$ cat src/rtl/sprite_scheduler.sv
// rtl/sprite_scheduler.sv - sprite table walker feeding the frame-buffer renderer
// One pass per frame_count change; each active entry is handed over with a one-cycle sprite_valid pulse.
module sprite_scheduler #(
    parameter int MAX_SPRITES   = 16,
    parameter int NUM_FRAMES    = 18,
    parameter int CANVAS_WIDTH  = 360,
    parameter int CANVAS_HEIGHT = 720,
    parameter int ANIM_DIV      = 4,
    parameter int MAX_ANIM_LEN  = 8,
    localparam int IW = $clog2(MAX_SPRITES),
    localparam int XW = $clog2(CANVAS_WIDTH),
    localparam int YW = $clog2(CANVAS_HEIGHT),
    localparam int FW = $clog2(NUM_FRAMES),
    localparam int LW = $clog2(MAX_ANIM_LEN) + 1,
    localparam int DW = $clog2(MAX_SPRITES) + 1,
    localparam int AW = (ANIM_DIV > 1) ? $clog2(ANIM_DIV) : 1
) (
    input  logic          clk_pixel,
    input  logic          sys_rst,
    input  logic [5:0]    frame_count,
    input  logic          wr_en,
    input  logic [IW-1:0] wr_index,
    input  logic          wr_active,
    input  logic [XW-1:0] wr_x,
    input  logic [YW-1:0] wr_y,
    input  logic [FW-1:0] wr_base_frame,
    input  logic [LW-1:0] wr_anim_len,
    input  logic          sprite_ready,
    output logic          sprite_valid,
    output logic [XW-1:0] sprite_x,
    output logic [YW-1:0] sprite_y,
    output logic [FW-1:0] sprite_frame_number,
    output logic          pass_busy,
    output logic [DW-1:0] sprites_drawn,
    output logic          overrun
);
    typedef enum logic [2:0] {
        S_IDLE, S_SCAN, S_ISSUE, S_WAIT_ACK, S_WAIT_DONE, S_DONE
    } state_t;

    localparam logic [IW-1:0] LAST_IDX = IW'(MAX_SPRITES - 1);

    logic [MAX_SPRITES-1:0] active_q;
    logic [XW-1:0] x_q     [MAX_SPRITES];
    logic [YW-1:0] y_q     [MAX_SPRITES];
    logic [FW-1:0] base_q  [MAX_SPRITES];
    logic [LW-1:0] len_q   [MAX_SPRITES];
    logic [LW-1:0] phase_q [MAX_SPRITES];

    state_t        state_q;
    logic [IW-1:0] idx_q;
    logic [DW-1:0] drawn_q;
    logic          restart_q;
    logic [5:0]    prev_fc_q;
    logic [AW-1:0] anim_cnt_q;
    logic          anim_tick_q;
    logic          valid_q;
    logic [XW-1:0] out_x_q;
    logic [YW-1:0] out_y_q;
    logic [FW-1:0] out_f_q;
    logic          busy_q;
    logic [DW-1:0] sprites_drawn_q;
    logic          overrun_q;

    logic          frame_start;
    logic          phase_adv;
    logic [LW-1:0] cur_phase, cur_len, phase_d;
    logic [FW:0]   fsum;
    logic [FW-1:0] fnum_d;

    assign frame_start = (frame_count != prev_fc_q);
    assign phase_adv   = (state_q == S_ISSUE) && sprite_ready && anim_tick_q && !frame_start;

    // Sum is one bit wider so base+phase past the last sheet frame clamps instead of wrapping.
    always_comb begin
        cur_phase = phase_q[idx_q];
        cur_len   = (len_q[idx_q] == '0) ? LW'(1) : len_q[idx_q];
        phase_d   = (cur_phase >= cur_len - LW'(1)) ? '0 : cur_phase + LW'(1);
        fsum      = (FW+1)'(base_q[idx_q]) + (FW+1)'(cur_phase);
        fnum_d    = (fsum >= (FW+1)'(NUM_FRAMES)) ? FW'(NUM_FRAMES - 1) : fsum[FW-1:0];
    end

    always_ff @(posedge clk_pixel) begin
        if (sys_rst) begin
            active_q <= '0;
            for (int i = 0; i < MAX_SPRITES; i++) begin
                x_q[i]     <= '0;
                y_q[i]     <= '0;
                base_q[i]  <= '0;
                len_q[i]   <= '0;
                phase_q[i] <= '0;
            end
        end else begin
            if (phase_adv) phase_q[idx_q] <= phase_d;
            if (wr_en) begin
                active_q[wr_index] <= wr_active;
                x_q[wr_index]      <= wr_x;
                y_q[wr_index]      <= wr_y;
                base_q[wr_index]   <= wr_base_frame;
                len_q[wr_index]    <= wr_anim_len;
                phase_q[wr_index]  <= '0;
            end
        end
    end

    always_ff @(posedge clk_pixel) begin
        if (sys_rst) begin
            state_q         <= S_IDLE;
            idx_q           <= '0;
            drawn_q         <= '0;
            restart_q       <= 1'b0;
            prev_fc_q       <= frame_count;
            anim_cnt_q      <= '0;
            anim_tick_q     <= 1'b0;
            valid_q         <= 1'b0;
            out_x_q         <= '0;
            out_y_q         <= '0;
            out_f_q         <= '0;
            busy_q          <= 1'b0;
            sprites_drawn_q <= '0;
            overrun_q       <= 1'b0;
        end else begin
            prev_fc_q <= frame_count;
            valid_q   <= 1'b0;
            if (frame_start) begin
                idx_q   <= '0;
                drawn_q <= '0;
                busy_q  <= 1'b1;
                if (anim_cnt_q == AW'(ANIM_DIV - 1)) begin
                    anim_cnt_q  <= '0;
                    anim_tick_q <= 1'b1;
                end else begin
                    anim_cnt_q  <= anim_cnt_q + AW'(1);
                    anim_tick_q <= 1'b0;
                end
                if (state_q != S_IDLE) begin
                    overrun_q       <= 1'b1;
                    sprites_drawn_q <= drawn_q;
                end
                // Mid-handshake restarts finish the renderer exchange before rescanning from 0.
                if (state_q == S_WAIT_ACK || state_q == S_WAIT_DONE) restart_q <= 1'b1;
                else                                                 state_q   <= S_SCAN;
            end else begin
                case (state_q)
                    S_IDLE: ;
                    S_SCAN: begin
                        if (active_q[idx_q])      state_q <= S_ISSUE;
                        else if (idx_q == LAST_IDX) state_q <= S_DONE;
                        else                      idx_q   <= idx_q + IW'(1);
                    end
                    S_ISSUE: begin
                        if (sprite_ready) begin
                            valid_q <= 1'b1;
                            out_x_q <= x_q[idx_q];
                            out_y_q <= y_q[idx_q];
                            out_f_q <= fnum_d;
                            drawn_q <= drawn_q + DW'(1);
                            state_q <= S_WAIT_ACK;
                        end
                    end
                    S_WAIT_ACK: begin
                        if (!sprite_ready) state_q <= S_WAIT_DONE;
                    end
                    S_WAIT_DONE: begin
                        if (sprite_ready) begin
                            if (restart_q) begin
                                restart_q <= 1'b0;
                                state_q   <= S_SCAN;
                            end else if (idx_q == LAST_IDX) begin
                                state_q <= S_DONE;
                            end else begin
                                idx_q   <= idx_q + IW'(1);
                                state_q <= S_SCAN;
                            end
                        end
                    end
                    S_DONE: begin
                        sprites_drawn_q <= drawn_q;
                        busy_q          <= 1'b0;
                        state_q         <= S_IDLE;
                    end
                    default: state_q <= S_IDLE;
                endcase
            end
        end
    end

    assign sprite_valid        = valid_q;
    assign sprite_x            = out_x_q;
    assign sprite_y            = out_y_q;
    assign sprite_frame_number = out_f_q;
    assign pass_busy           = busy_q;
    assign sprites_drawn       = sprites_drawn_q;
    assign overrun             = overrun_q;
endmodule

$ cat config.mk
export PLATFORM = sky130hd
export DESIGN_NAME = sprite_scheduler
export DESIGN_NICKNAME = d
export VERILOG_FILES = /design/src/rtl/sprite_scheduler.sv
export SDC_FILE = /design/constraint.sdc
export NUM_CORES = 1
export LEC_CHECK = 0
export ABC_AREA = 1
export BUFFER_PORTS_ARGS = -buffer_cell sky130_fd_sc_hd__buf_2
export CELL_PAD_IN_SITES_DETAIL_PLACEMENT = 0
export CELL_PAD_IN_SITES_GLOBAL_PLACEMENT = 1
export CORE_ASPECT_RATIO = 1.2
export CORE_MARGIN = 10
export CORE_UTILIZATION = 26
export CTS_CLUSTER_DIAMETER = 50
export DETAILED_ROUTE_END_ITERATION = 16
export GPL_ROUTABILITY_DRIVEN = 0
export GPL_TIMING_DRIVEN = 0
export HOLD_SLACK_MARGIN = 0.15
export PLACE_DENSITY_LB_ADDON = 0.1
export SYNTH_ARGS = -nofsm -noshare
export SYNTH_HDL_FRONTEND = slang
export SYNTH_SLANG_ARGS = --single-unit
$ cat constraint.sdc
create_clock -name clk_pixel -period 3.7 [get_ports clk_pixel]
set_input_delay 0.555 -clock clk_pixel [delete_from_list [all_inputs] [get_ports clk_pixel]]
set_output_delay 0.555 -clock clk_pixel [all_outputs]
set_load 0.01 [all_outputs]
==> flow_metrics.py <==
metrics = {
    "synthesis": {
        "synth_edf_count": 448,
        "synthFlopType": "edfxtp_1",
        "syn_area_per_cell_um2": 9.32,
        "synth_cell_types": 43,
        "syn_inst": 2810,
        "synthMuxAreaShare": 0,
        "yosysSeqAreaShare": 0.619,
        "synth_area_mm2": 0.0262,
        "synth-xor-area-share": 0.00272,
        "synth_top_family_by_area": "simple AND/OR/NAND/NOR gates",
        "synth-compound-area-share": 0.109,
        "synth_seq_cells": 586,
        "synth_fa_ha_area_frac": 0.00841,
        "async_reset_ff_frac": 0,
        "synth.net_count": 2870,
        "synth_simple_gate_area_share": 0.203,
        "synth_warnings": 0,
    },
    "critical_path": {
        "crit_path_cell_trace": "clkinv_8 -> buf_12 -> buf_8 -> o21ai_1 -> o221ai_1 -> nand3_1 -> nand2_2 -> nor2_4 -> a31oi_4 -> buf_4 -> buf_4 -> buf_4 -> buf_4 -> buf_4 -> ha_1 -> a31oi_4 -> inv_2 -> nor2_4 -> buf_4 -> buf_8 -> nand2_1 -> a21oi_1",
        "crit_arrival_ns": 4.19,
        "path_buf_inv": 11,
        "crit_family": "buffers and inverters",
        "cp.required_ns": 4.28,
        "start_kind": "flop",
        "worstSetupPathType": "flop to flop",
        "cp_max_fo": 10,
        "path_common_cell": "buf_4",
        "slowest_stage": "dfxtp_4",
        "max_stage_delay_ns": 0.44,
        "end_kind": "flop",
    },
    "sta": {
        "post-route-period-util": 0.974,
        "slew_viol_final": 0,
        "worst_slew_pin_slew_ns": 1.40,
        "fmax_mhz": 277,
        "whs_ns": 0.300,
        "rsz0062_at_grt": "true",
        "setup_ws_ns": 0.0959,
        "skew_ns": 0.0342,
        "max_slew_margin": 0.0683,
        "finalHoldViolations": 0,
        "setup_viol": 0,
        "tns_ns": 0,
        "fin_crit_ns": 3.60,
    },
    "power_and_ir_drop": {
        "powerDensity_mw_per_mm2": 530,
        "ir_drop_mv": 0.394,
        "p_leak_nw": 12.4,
    },
    "grt": {
        "grt_antenna_before_repair": 2,
        "grt_pass1_wl_um": 163000,
        "grt_pass1_vias": 21600,
        "track_usage": 0.201,
        "grt_max_degree": 23,
        "grt-ovfl-total": 0,
    },
    "cts": {
        "clk_latency_ns": 0.66,
        "h-tree-depth": 3,
        "numCtsBuffers": 88,
        "tritoncts": "built",
        "clock-sinks": 586,
        "root_buffer": "clkbuf_16",
        "cts_buffer_depth": 3,
        "clk_pin_slew_ns": 0.06,
    },
    "die": {
        "fp.dieW_um": 310,
        "start_util": 0.262,
        "num_rows": 127,
        "chipHeight_um": 368,
        "io_pins": 75,
        "core_area_mm2": 0.0999,
        "dieArea_mm2": 0.114,
    },
    "cells_and_area": {
        "syn2layout_area_growth_pct": 24.2,
        "nets": 3090,
        "fin_cells": 4394,
        "postLayoutCellArea_mm2": 0.0325,
        "layout-drive-gt1-share": 0.130,
    },
    "place": {
        "portBuffers": 74,
        "dpl_cell_area_mm2": 0.0286,
        "place_hpwl_um": 80300,
        "dp.cells": 4191,
        "pre_cts_slack_ns": -1.46,
    },
    "routing": {
        "drc": 0,
        "first_pass_iters": 6,
        "first_iter_violations": 1976,
        "vias_per_cell": 5.01,
        "postRouteAntennaNets": 0,
        "vias": 22000,
        "routedWlPerCell_um": 26.8,
        "drt_wl_total_um": 118000,
    },
    "job": {
        "drv_cap": 0,
    },
    "hold_path": {
        "min_path_type": "input pin to flop",
    },
    "status": {
        "status": "complete, no violations",
    },
}
==> cells in the final DEF, fill, tap and decap left out, types with 7 or more instances in the layout <==
master        n
nand2_2      20
o211ai_1     12
clkbuf_1    138
o221ai_1     25
inv_1       157
buf_12       23
o22ai_1      87
ha_1         14
o21ai_1       8
buf_2        89
a21oi_2       8
buf_4        36
clkinv_4      8
clkbuf_16    95
nor3_1       18
nand3_1      97
clkinvlp_4   11
buf_6        10
o21ai_0     265
nand3_2      11
nand2_1     343
nand4_1      36
clkbuf_2      7
bufinv_16    14
a21oi_1      91
buf_1        13
clkinv_2     14
dfxtp_1     136
edfxtp_1    448
nor2_1      778
a41oi_1       7
==> tightest hold or removal path, cell delays in order <==
cell	delay (ns)
buf_2	0.07
inv_1	0.09
nor2_1	0.11
==> layer usage <==
layer,vias to the layer above,track usage,wire length [µm],share of wire
met2,781,0.348,58300,0.49
li1,10000,-,-,-
met3,176,0.0272,6580,0.056
met4,0,0.0614,3410,0.029
met5,-,0,0,0
met1,11000,0.258,49600,0.42
==> area by class of cell <==
class / instances / area [µm²]
buffer: 200 / 1100
multi-input combinational: 1855 / 8620
clock inverter: 62 / 831
clock buffer: 101 / 2290
fill: 10400 / 67400
sequential: 586 / 16200
tap: 1290 / 1610
inverter: 166 / 646
antenna: 1 / 2.50
timing repair buffer: 133 / 1210
==> path summary, 6_finish.rpt <==
check / startpoint / end / slack [ns] / cells past startpoint
worst min-delay path: wr_base_frame[0] / base_q[10][0]$_SDFFCE_PN0P_ / 0.30 / 3
worst min register to register: sprites_drawn[3]$_SDFFE_PP0P_ / sprites_drawn[3]$_SDFFE_PP0P_ / 0.45 / 2
worst max register to register: flop / phase_q[1][1]$_SDFFE_PP0P_ / 0.1 / 22
worst max-delay path: flop / phase_q[1][1]$_SDFFE_PP0P_ / 0.1 / 22
==> per-stage QoR <==
step                       util  power (mW)
after CTS                 0.322        17.4
after floorplan               -        7.95
after detailed placement  0.286        8.40
final                     0.326        17.2
after global routing      0.325        17.8
after global placement    0.282        8.35
==> kinds of logic after synthesis <==
group           after synthesis
xor+xnor                      6
fa+ha+maj                    17
buf+inv                     369
simple gates               1317
flops                       586
compound gates              515
==> repair_timing <==
item | 4_1_cts | 5_1_grt
cloned | 1 | 5
endpoints found under the hold margin | 6 | 0
setup buffers | 17 | 13
gates resized for setup | 76 | 58
endpoints found under the setup margin | 69 | 66
hold buffers | 6 | 0
pin swaps | 6 | 17
==> registers in the layout, indices dropped and copies added (netlist names), 6 cells and up, named ones only <==
signal     cells
active_q      16
base_q        80
len_q         64
phase_q       64
prev_fc_q      6
sprite_x       9
sprite_y      10
x_q          144
y_q          160
==> cell usage after synthesis (3+ instances only) <==
cell type  count  share of area
inv_1        159          0.023
o211ai_1      12         0.0034
inv_2          3        0.00043
nor2_1       780           0.11
nand2_1      361          0.052
edfxtp_1     448           0.51
buf_6          7         0.0030
nor3_1        18         0.0034
or2_2          3        0.00072
a21oi_1       98          0.019
a31oi_1        3        0.00072
o21ai_0      270          0.052
nand4_2        4         0.0019
a41oi_1        7         0.0023
clkbuf_1     146          0.021
clkinv_1       3        0.00043
nand3_2       10         0.0038
ha_1          16         0.0076
xor2_1         3         0.0010
o221ai_1      25         0.0084
o21ai_1        5        0.00096
o22ai_1       87          0.021
o21a_1         3        0.00086
dfxtp_1      138           0.11
buf_2         27         0.0052
buf_4         10         0.0029
nand3_1       98          0.019
nand4_1       36         0.0086
buf_1         13         0.0019
==> where the power goes <==
group | internal, mW | switching (mW)
clock network | 5.50 | 3.42
registers | 7.37 | 0.0847
logic | 0.225 | 0.634
total | 13.1 | 4.14
No activity file was read; power rests on OpenSTA's default activity.
